===== src/rtl/hdu_pkg.sv =====
// Shared definitions for the hazard detection unit.
//   sb_entry_t   : one scoreboard slot {valid, dst register, remaining latency}
//   JUMPOP_NONE  : EX_JumpOP value meaning "no taken branch/jump"
//   DEF_*        : default parameter values for the top level
// The entry fields are sized for the widest supported configuration;
// narrower register addresses and latencies are zero-extended into them.
package hdu_pkg;

  localparam int SB_REG_W = 8;
  localparam int SB_CNT_W = 8;

  localparam int DEF_LOAD_LAT = 2;
  localparam int DEF_BR_FLUSH = 1;

  localparam logic [1:0] JUMPOP_NONE = 2'b00;

  typedef struct packed {
    logic                valid;
    logic [SB_REG_W-1:0] dst;
    logic [SB_CNT_W-1:0] cnt;
  } sb_entry_t;

endpackage


===== src/rtl/hdu_sb_entry.sv =====
// One scoreboard slot tracking a load whose data is not yet forwardable.
// Ports:
//   clk, rst_n   : clock, asynchronous active-low reset
//   i_adv        : pipeline advances this edge (memory ready)
//   i_cap        : write a new load into this slot at this edge
//   i_cap_reg    : destination register of the captured load
//   i_rs, i_rt   : ID-stage source registers to compare against
//   o_valid      : slot holds a live load
//   o_free       : slot may be (re)used by a capture at this edge
//   o_dup        : slot already tracks i_cap_reg
//   o_hit_rs/rt  : slot register equals i_rs / i_rt
module hdu_sb_entry
  import hdu_pkg::*;
#(
  parameter int REG_AW   = 5,
  parameter int LOAD_LAT = DEF_LOAD_LAT
) (
  input  logic              clk,
  input  logic              rst_n,
  input  logic              i_adv,
  input  logic              i_cap,
  input  logic [REG_AW-1:0] i_cap_reg,
  input  logic [REG_AW-1:0] i_rs,
  input  logic [REG_AW-1:0] i_rt,
  output logic              o_valid,
  output logic              o_free,
  output logic              o_dup,
  output logic              o_hit_rs,
  output logic              o_hit_rt
);

  sb_entry_t r_entry;
  logic      w_last;

  assign w_last = (r_entry.cnt == SB_CNT_W'(1));

  always_ff @(posedge clk or negedge rst_n) begin
    if (!rst_n) begin
      r_entry <= '0;
    end else if (i_adv) begin
      if (i_cap) begin
        r_entry.valid <= 1'b1;
        r_entry.dst   <= SB_REG_W'(i_cap_reg);
        r_entry.cnt   <= SB_CNT_W'(LOAD_LAT);
      end else if (r_entry.valid) begin
        if (w_last) begin
          r_entry <= '0;
        end else begin
          r_entry.cnt <= r_entry.cnt - SB_CNT_W'(1);
        end
      end
    end
  end

  assign o_valid  = r_entry.valid;
  // An entry expiring at this edge can take the new load in the same edge.
  assign o_free   = !r_entry.valid || w_last;
  assign o_dup    = r_entry.valid && (r_entry.dst == SB_REG_W'(i_cap_reg));
  assign o_hit_rs = r_entry.valid && (r_entry.dst == SB_REG_W'(i_rs));
  assign o_hit_rt = r_entry.valid && (r_entry.dst == SB_REG_W'(i_rt));

endmodule


===== src/rtl/hdu_scoreboard.sv =====
// Hazard detection unit for the 5-stage pipeline with multi-cycle data memory.
// Combines the EX load-use check with a scoreboard of in-flight loads, a
// branch flush window, a memory-wait freeze and a stall statistics counter.
// Ports:
//   clk, rst            : clock, asynchronous active-low reset
//   ID_Rs/Rt, *Use      : ID-stage sources and whether they are read
//   EX_WR_out, EX_MemtoReg, EX_RegWrite : EX-stage destination / load info
//   EX_JumpOP           : non-zero = taken branch/jump resolved in EX
//   Mem_ready           : memory completes this cycle; 0 freezes everything
//   PCWrite, IF_IDWrite : front-end write enables
//   IF_Flush, ID_Flush  : squash IF/ID, bubble into ID/EX
//   Branch_Flush        : one-cycle pulse on a branch redirect
//   Load_wait           : memory-busy freeze
//   stall_cnt           : saturating count of load-use stall cycles
// Handshake: there is no valid/ready pair here; Mem_ready acts as a global
// advance qualifier - no state changes on an edge where it is low.
module hdu_scoreboard
  import hdu_pkg::*;
#(
  parameter int REG_AW   = 5,
  parameter int LOAD_LAT = DEF_LOAD_LAT,
  parameter int BR_FLUSH = DEF_BR_FLUSH,
  parameter int CNT_W    = 16
) (
  input  logic              clk,
  input  logic              rst,
  input  logic [REG_AW-1:0] ID_Rs,
  input  logic [REG_AW-1:0] ID_Rt,
  input  logic              ID_RsUse,
  input  logic              ID_RtUse,
  input  logic [REG_AW-1:0] EX_WR_out,
  input  logic              EX_MemtoReg,
  input  logic              EX_RegWrite,
  input  logic [1:0]        EX_JumpOP,
  input  logic              Mem_ready,
  output logic              PCWrite,
  output logic              IF_IDWrite,
  output logic              IF_Flush,
  output logic              ID_Flush,
  output logic              Branch_Flush,
  output logic              Load_wait,
  output logic [CNT_W-1:0]  stall_cnt
);

  localparam int FW = (BR_FLUSH > 1) ? $clog2(BR_FLUSH) : 1;

  logic                w_ex_load;
  logic                w_branch;
  logic                w_cap;
  logic [LOAD_LAT-1:0] w_valid;
  logic [LOAD_LAT-1:0] w_free;
  logic [LOAD_LAT-1:0] w_dup;
  logic [LOAD_LAT-1:0] w_hit_rs;
  logic [LOAD_LAT-1:0] w_hit_rt;
  logic [LOAD_LAT-1:0] w_sel;
  logic                w_slot_found;
  logic                w_rs_match;
  logic                w_rt_match;
  logic                w_hz;
  logic [FW-1:0]       r_flush_cnt;
  logic [CNT_W-1:0]    r_stall_cnt;

  assign w_ex_load = EX_MemtoReg && EX_RegWrite && (EX_WR_out != '0);
  assign w_branch  = (EX_JumpOP != JUMPOP_NONE);
  assign w_cap     = w_ex_load && Mem_ready;

  // Slot choice: an entry already tracking the register wins (youngest load
  // replaces it); otherwise the lowest-index free slot.
  always_comb begin
    w_sel        = '0;
    w_slot_found = 1'b0;
    for (int i = 0; i < LOAD_LAT; i++) begin
      if (!w_slot_found && w_dup[i]) begin
        w_sel[i]     = 1'b1;
        w_slot_found = 1'b1;
      end
    end
    for (int i = 0; i < LOAD_LAT; i++) begin
      if (!w_slot_found && w_free[i]) begin
        w_sel[i]     = 1'b1;
        w_slot_found = 1'b1;
      end
    end
  end

  for (genvar g = 0; g < LOAD_LAT; g++) begin : g_slot
    hdu_sb_entry #(
      .REG_AW   (REG_AW),
      .LOAD_LAT (LOAD_LAT)
    ) u_entry (
      .clk       (clk),
      .rst_n     (rst),
      .i_adv     (Mem_ready),
      .i_cap     (w_cap && w_sel[g]),
      .i_cap_reg (EX_WR_out),
      .i_rs      (ID_Rs),
      .i_rt      (ID_Rt),
      .o_valid   (w_valid[g]),
      .o_free    (w_free[g]),
      .o_dup     (w_dup[g]),
      .o_hit_rs  (w_hit_rs[g]),
      .o_hit_rt  (w_hit_rt[g])
    );
  end

  a_sb_capacity: assert property (@(posedge clk) disable iff (!rst)
    !(w_cap && !w_slot_found))
    else $error("hdu_scoreboard: load captured with no free scoreboard slot");

  assign w_rs_match = (ID_Rs != '0) &&
                      ((w_ex_load && (EX_WR_out == ID_Rs)) || (|w_hit_rs));
  assign w_rt_match = (ID_Rt != '0) &&
                      ((w_ex_load && (EX_WR_out == ID_Rt)) || (|w_hit_rt));
  assign w_hz       = (w_rs_match && ID_RsUse) || (w_rt_match && ID_RtUse);

  // Flush window: counts the extra IF_Flush cycles after the branch cycle.
  always_ff @(posedge clk or negedge rst) begin
    if (!rst) begin
      r_flush_cnt <= '0;
    end else if (Mem_ready) begin
      if (w_branch) begin
        r_flush_cnt <= FW'(BR_FLUSH - 1);
      end else if (r_flush_cnt != '0) begin
        r_flush_cnt <= r_flush_cnt - FW'(1);
      end
    end
  end

  always_ff @(posedge clk or negedge rst) begin
    if (!rst) begin
      r_stall_cnt <= '0;
    end else if (w_hz && !w_branch && Mem_ready && (r_stall_cnt != {CNT_W{1'b1}})) begin
      r_stall_cnt <= r_stall_cnt + CNT_W'(1);
    end
  end

  assign stall_cnt = r_stall_cnt;

  // Priority: reset, then memory wait, then branch, then load-use stall.
  always_comb begin
    PCWrite      = 1'b1;
    IF_IDWrite   = 1'b1;
    IF_Flush     = 1'b0;
    ID_Flush     = 1'b0;
    Branch_Flush = 1'b0;
    Load_wait    = 1'b0;
    if (rst) begin
      if (!Mem_ready) begin
        Load_wait  = 1'b1;
        PCWrite    = 1'b0;
        IF_IDWrite = 1'b0;
      end else if (w_branch) begin
        IF_Flush     = 1'b1;
        ID_Flush     = 1'b1;
        Branch_Flush = 1'b1;
      end else begin
        IF_Flush = (r_flush_cnt != '0);
        if (w_hz) begin
          PCWrite    = 1'b0;
          IF_IDWrite = 1'b0;
          ID_Flush   = 1'b1;
        end
      end
    end
  end

endmodule


===== config.mk =====
export PLATFORM = sky130hd
export DESIGN_NAME = hdu_scoreboard
export DESIGN_NICKNAME = d
export VERILOG_FILES = /design/src/rtl/hdu_pkg.sv /design/src/rtl/hdu_sb_entry.sv /design/src/rtl/hdu_scoreboard.sv
export SDC_FILE = /design/constraint.sdc
export NUM_CORES = 1
export LEC_CHECK = 0
export BUFFER_PORTS_ARGS = -buffer_cell sky130_fd_sc_hd__buf_2
export CORE_MARGIN = 1
export CORE_UTILIZATION = 40
export CTS_BUF_LIST = sky130_fd_sc_hd__clkbuf_16
export CTS_CLUSTER_DIAMETER = 100
export DETAILED_ROUTE_END_ITERATION = 10
export SLEW_MARGIN = 20
export SYNTH_ARGS = -nofsm -noshare
export SYNTH_HDL_FRONTEND = slang
export SYNTH_SLANG_ARGS = --single-unit

===== constraint.sdc =====
create_clock -name clk -period 4.1 [get_ports clk]
set_input_delay 0.82 -clock clk [delete_from_list [all_inputs] [get_ports clk]]
set_output_delay 0.82 -clock clk [all_outputs]
set_load 0.05 [all_outputs]

==> out/qor.txt <==
Critical path cell sequence = buf_2, or4_1, o211ai_1, nor4_1, o221ai_1, and2_1, o31ai_1, nand2_1, buf_2
Die span in x = 85.7 um
Post-cts hold buffer count = 0
Number of resized instances in the post-cts repair step = 0
Drc violations = 0
Post-route fraction of the period consumed by the critical path = 0.887
Ratio of cells with drive above 1 in the final layout = 0.228
Clock slew at reported path FFs = 0.06 ns
Count of input and output buffers = 45
YS warnings = 0
Delay of the slowest cell on the worst path = 0.54 ns
Antenna cells = 0
Number of enable-type register cells in the synthesized netlist = 0
Drt initial violations = 102
Final global-route overflow total = 0
Status = finished, final reports clean
Number of max-slew violations in the final report = 0
Max-capacitance violation count = 0
Switching part of the total = 0.377
Net count of the finished layout = 365
Async SR Flop Fraction = 1.00
Synthesized instance count = 294
Skew final = 0.00500 ns
Path category of the worst min-delay check = input pin to async pin
Num CTS Buffers = 5
Switching power of the nets = 0.000688 W
Worst supply voltage drop on vdd = 0.255 mV
FF-to-FF Start = g_slot[1].u_entry.r_entry[2]
Number of clock sinks = 44
Die extent in y = 85.7 um
Number of vias in the routed layout = 2281
Top delay family on crit path = simple AND/OR/NAND/NOR gates
Syn_area_per_cell = 9.54 sq um
Post-Route Setup TNS = 0 ns
Hold Fails Final Rpt = 0
Cell types with the highest counts after synthesis = dfrtp_1 (44), xnor2_1 (42), nand2_1 (23)
Sequential power share = 0.411
Flops & latches, synth = 44
Slew at the pin with the worst max-slew slack = 0.745 ns
Main area contributors after synthesis = dfrtp_1 (39%), xnor2_1 (13%), mux2_2 (4.4%)
Number of cells on the worst reg-to-reg path = 6
Via count of the first global-routing pass = 2283
RePlAce Congestion = 0.881
Clock tree from TritonCTS = done
Crit Path Category = input pin to output port
Max Fclk = 0.275 GHz
Total routed wirelength = 6650 um
Library cells used by synthesis = 45
Clock network power share = 0.207
Area delta synth->final = 15.4%
Antenna violation net count after detailed routing = 0
Leading register cell type out of synthesis = dfrtp_1
First-pass GRT wire length = 11500 um
Clock Tree Root = clkbuf_16
Number of inserted filler cells in the final layout = 650
Crit-path most repeated cell = buf_2
Worst EP arrival = 2.82 ns
Die area = 7350 sq um
First-pass detailed-route iteration total = 4
Clock latency at the later pin of the worst-skew pair = 0.28 ns
Setup crit end kind = output port
Number of antenna violations at the first check in global routing = 0
Initial core utilization = 0.413
Leakage dissipation = 1.42 nW
Largest area contributor in the synthesized netlist = dfrtp_1
Internal power summed over all cells = 0.00114 W
Worst slew margin = 0.502
Setup repair after global routing missed its margin = no
Post-synthesis instance area = 2800 sq um
Number of setup violations in the final report = 0
Total number of placement rows = 30
Cell with the largest stage delay on the worst path = or4_1
Count of placed standard cells including taps = 425
Number of buffers on the longest clock path = 2
Final routed wire length divided by cell count = 15.4 um
Via-to-Cell Ratio = 5.27
Post-route non-filler standard cell count = 433
Standard cell core area = 6790 sq um
Endpoint of the worst register-to-register path = g_slot[1].u_entry.r_entry[8]
Fin Hold WS = 0.472 ns
Post-layout minimum cycle time = 3.64 ns
Htree depth = 2
Comb power frac = 0.382
IO Pins = 46
Req. time, crit path = 3.28 ns
Register-to-register setup slack = 1.45 ns
Post-synth net total = 323
Maximum fanout count along the critical path = 7
Overall global routing resource usage = 0.198
Area share of the leading cell type in the synthesized netlist = 0.393
Final HPWL from detailed placement = 5020 um
Number of buffer and inverter stages on the critical path = 2
Library cell with the highest instance count after synthesis = dfrtp_1
Sequential element share of the synthesized area = 0.393
Largest net degree at the start of global routing = 20
Final standard cell utilization of the core = 0.476
Element type at the critical path start = input pin
PD cells = 564 nW/um^2
Buffers inserted by post-CTS timing repair = 0
## placed cells by master (no fill, tap or decap), types with 3 or more instances in the layout
cell | synthesis | final
xor2_1 | 13 | 13
o31ai_1 | 3 | 3
nor4_1 | 6 | 6
and2_1 | 4 | 4
nor2_1 | 21 | 21
inv_1 | 6 | 7
buf_4 | 2 | 3
clkbuf_16 | 0 | 5
nand2_1 | 23 | 23
or4_1 | 3 | 3
o21ai_0 | 3 | 3
mux2_2 | 11 | 11
and3_1 | 5 | 5
nor2b_1 | 11 | 11
a21oi_1 | 16 | 16
ha_1 | 5 | 5
dfrtp_1 | 44 | 44
nand4_1 | 9 | 9
nor3_1 | 11 | 11
xnor2_1 | 42 | 42
nand3_1 | 17 | 17
buf_2 | 5 | 45
## per-stage QoR
| step | total power [W] | area [sq um] | setup WS [ns] |
|---|---|---|---|
| final | 0.00183 | 3230 | 0.463 |
| after global routing | 0.00199 | 3230 | 0.303 |
| after CTS | 0.00185 | 3230 | 0.428 |
| after detailed placement | 0.00146 | 3090 | 0.432 |
| after global placement | 0.00145 | 3090 | 0.545 |
| after floorplan | 0.00129 | 2800 | 0.391 |
## registers in the layout (all words and copies together), names as in the netlist
signal                  cells
g_slot.u_entry.r_entry     26
stall_cnt                  16
g_slot.u_entry.o_valid      2
## worst max path at each step
stage	from	end	slack, ns	depth (start not counted)
floorplan	EX_WR_out[1]	PCWrite	0.39	9
global placement	EX_WR_out[1]	IF_IDWrite	0.55	9
detailed placement	EX_WR_out[1]	PCWrite	0.43	9
CTS	EX_WR_out[1]	PCWrite	0.43	9
global route	EX_WR_out[1]	IF_IDWrite	0.30	9
finish	EX_WR_out[1]	IF_IDWrite	0.46	9
## power groups by stage
stage | combinational [W] | sequential [W] | clock [W]
finish | 0.000697 | 0.000750 | 0.000378
global route | 0.000800 | 0.000780 | 0.000407
CTS | 0.000707 | 0.000752 | 0.000393
detailed placement | 0.000703 | 0.000758 | 0
global placement | 0.000699 | 0.000754 | 0
floorplan | 0.000557 | 0.000735 | 0
## routing by layer
layer / track usage / part of all wire / vias to the layer above
met5: 0 / 0 / -
met4: 0.0652 / 0.0092 / 0
met3: 0.0423 / 0.046 / 4
met2: 0.315 / 0.47 / 67
met1: 0.269 / 0.48 / 1104
li1: - / - / 1106
## layout make-up
| cell class | count | area (sq um) | share of cell area |
|---|---|---|---|
| Multi-Input combinational cell | 231 | 1600 | 0.496 |
| Clock buffer | 5 | 125 | 0.0387 |
| Clock inverter | 3 | 15.0 | 0.00464 |
| Inverter | 6 | 22.5 | 0.00696 |
| Sequential cell | 44 | 1100 | 0.340 |
| Timing Repair Buffer | 48 | 248 | 0.0766 |
| Tap cell | 96 | 120 | 0.0371 |
## logic make-up after synthesis
family,count (synthesis),synth area share
AND/OR/NAND/NOR,123,0.240
XOR/XNOR,55,0.172
flip-flops,44,0.393
AO/OA/AOI/OAI,34,0.0812
buffers and inverters,19,0.0357
multiplexers,14,0.0567
adder cells (fa/ha/maj),5,0.0223
No activity file was read; power rests on OpenSTA's default activity.
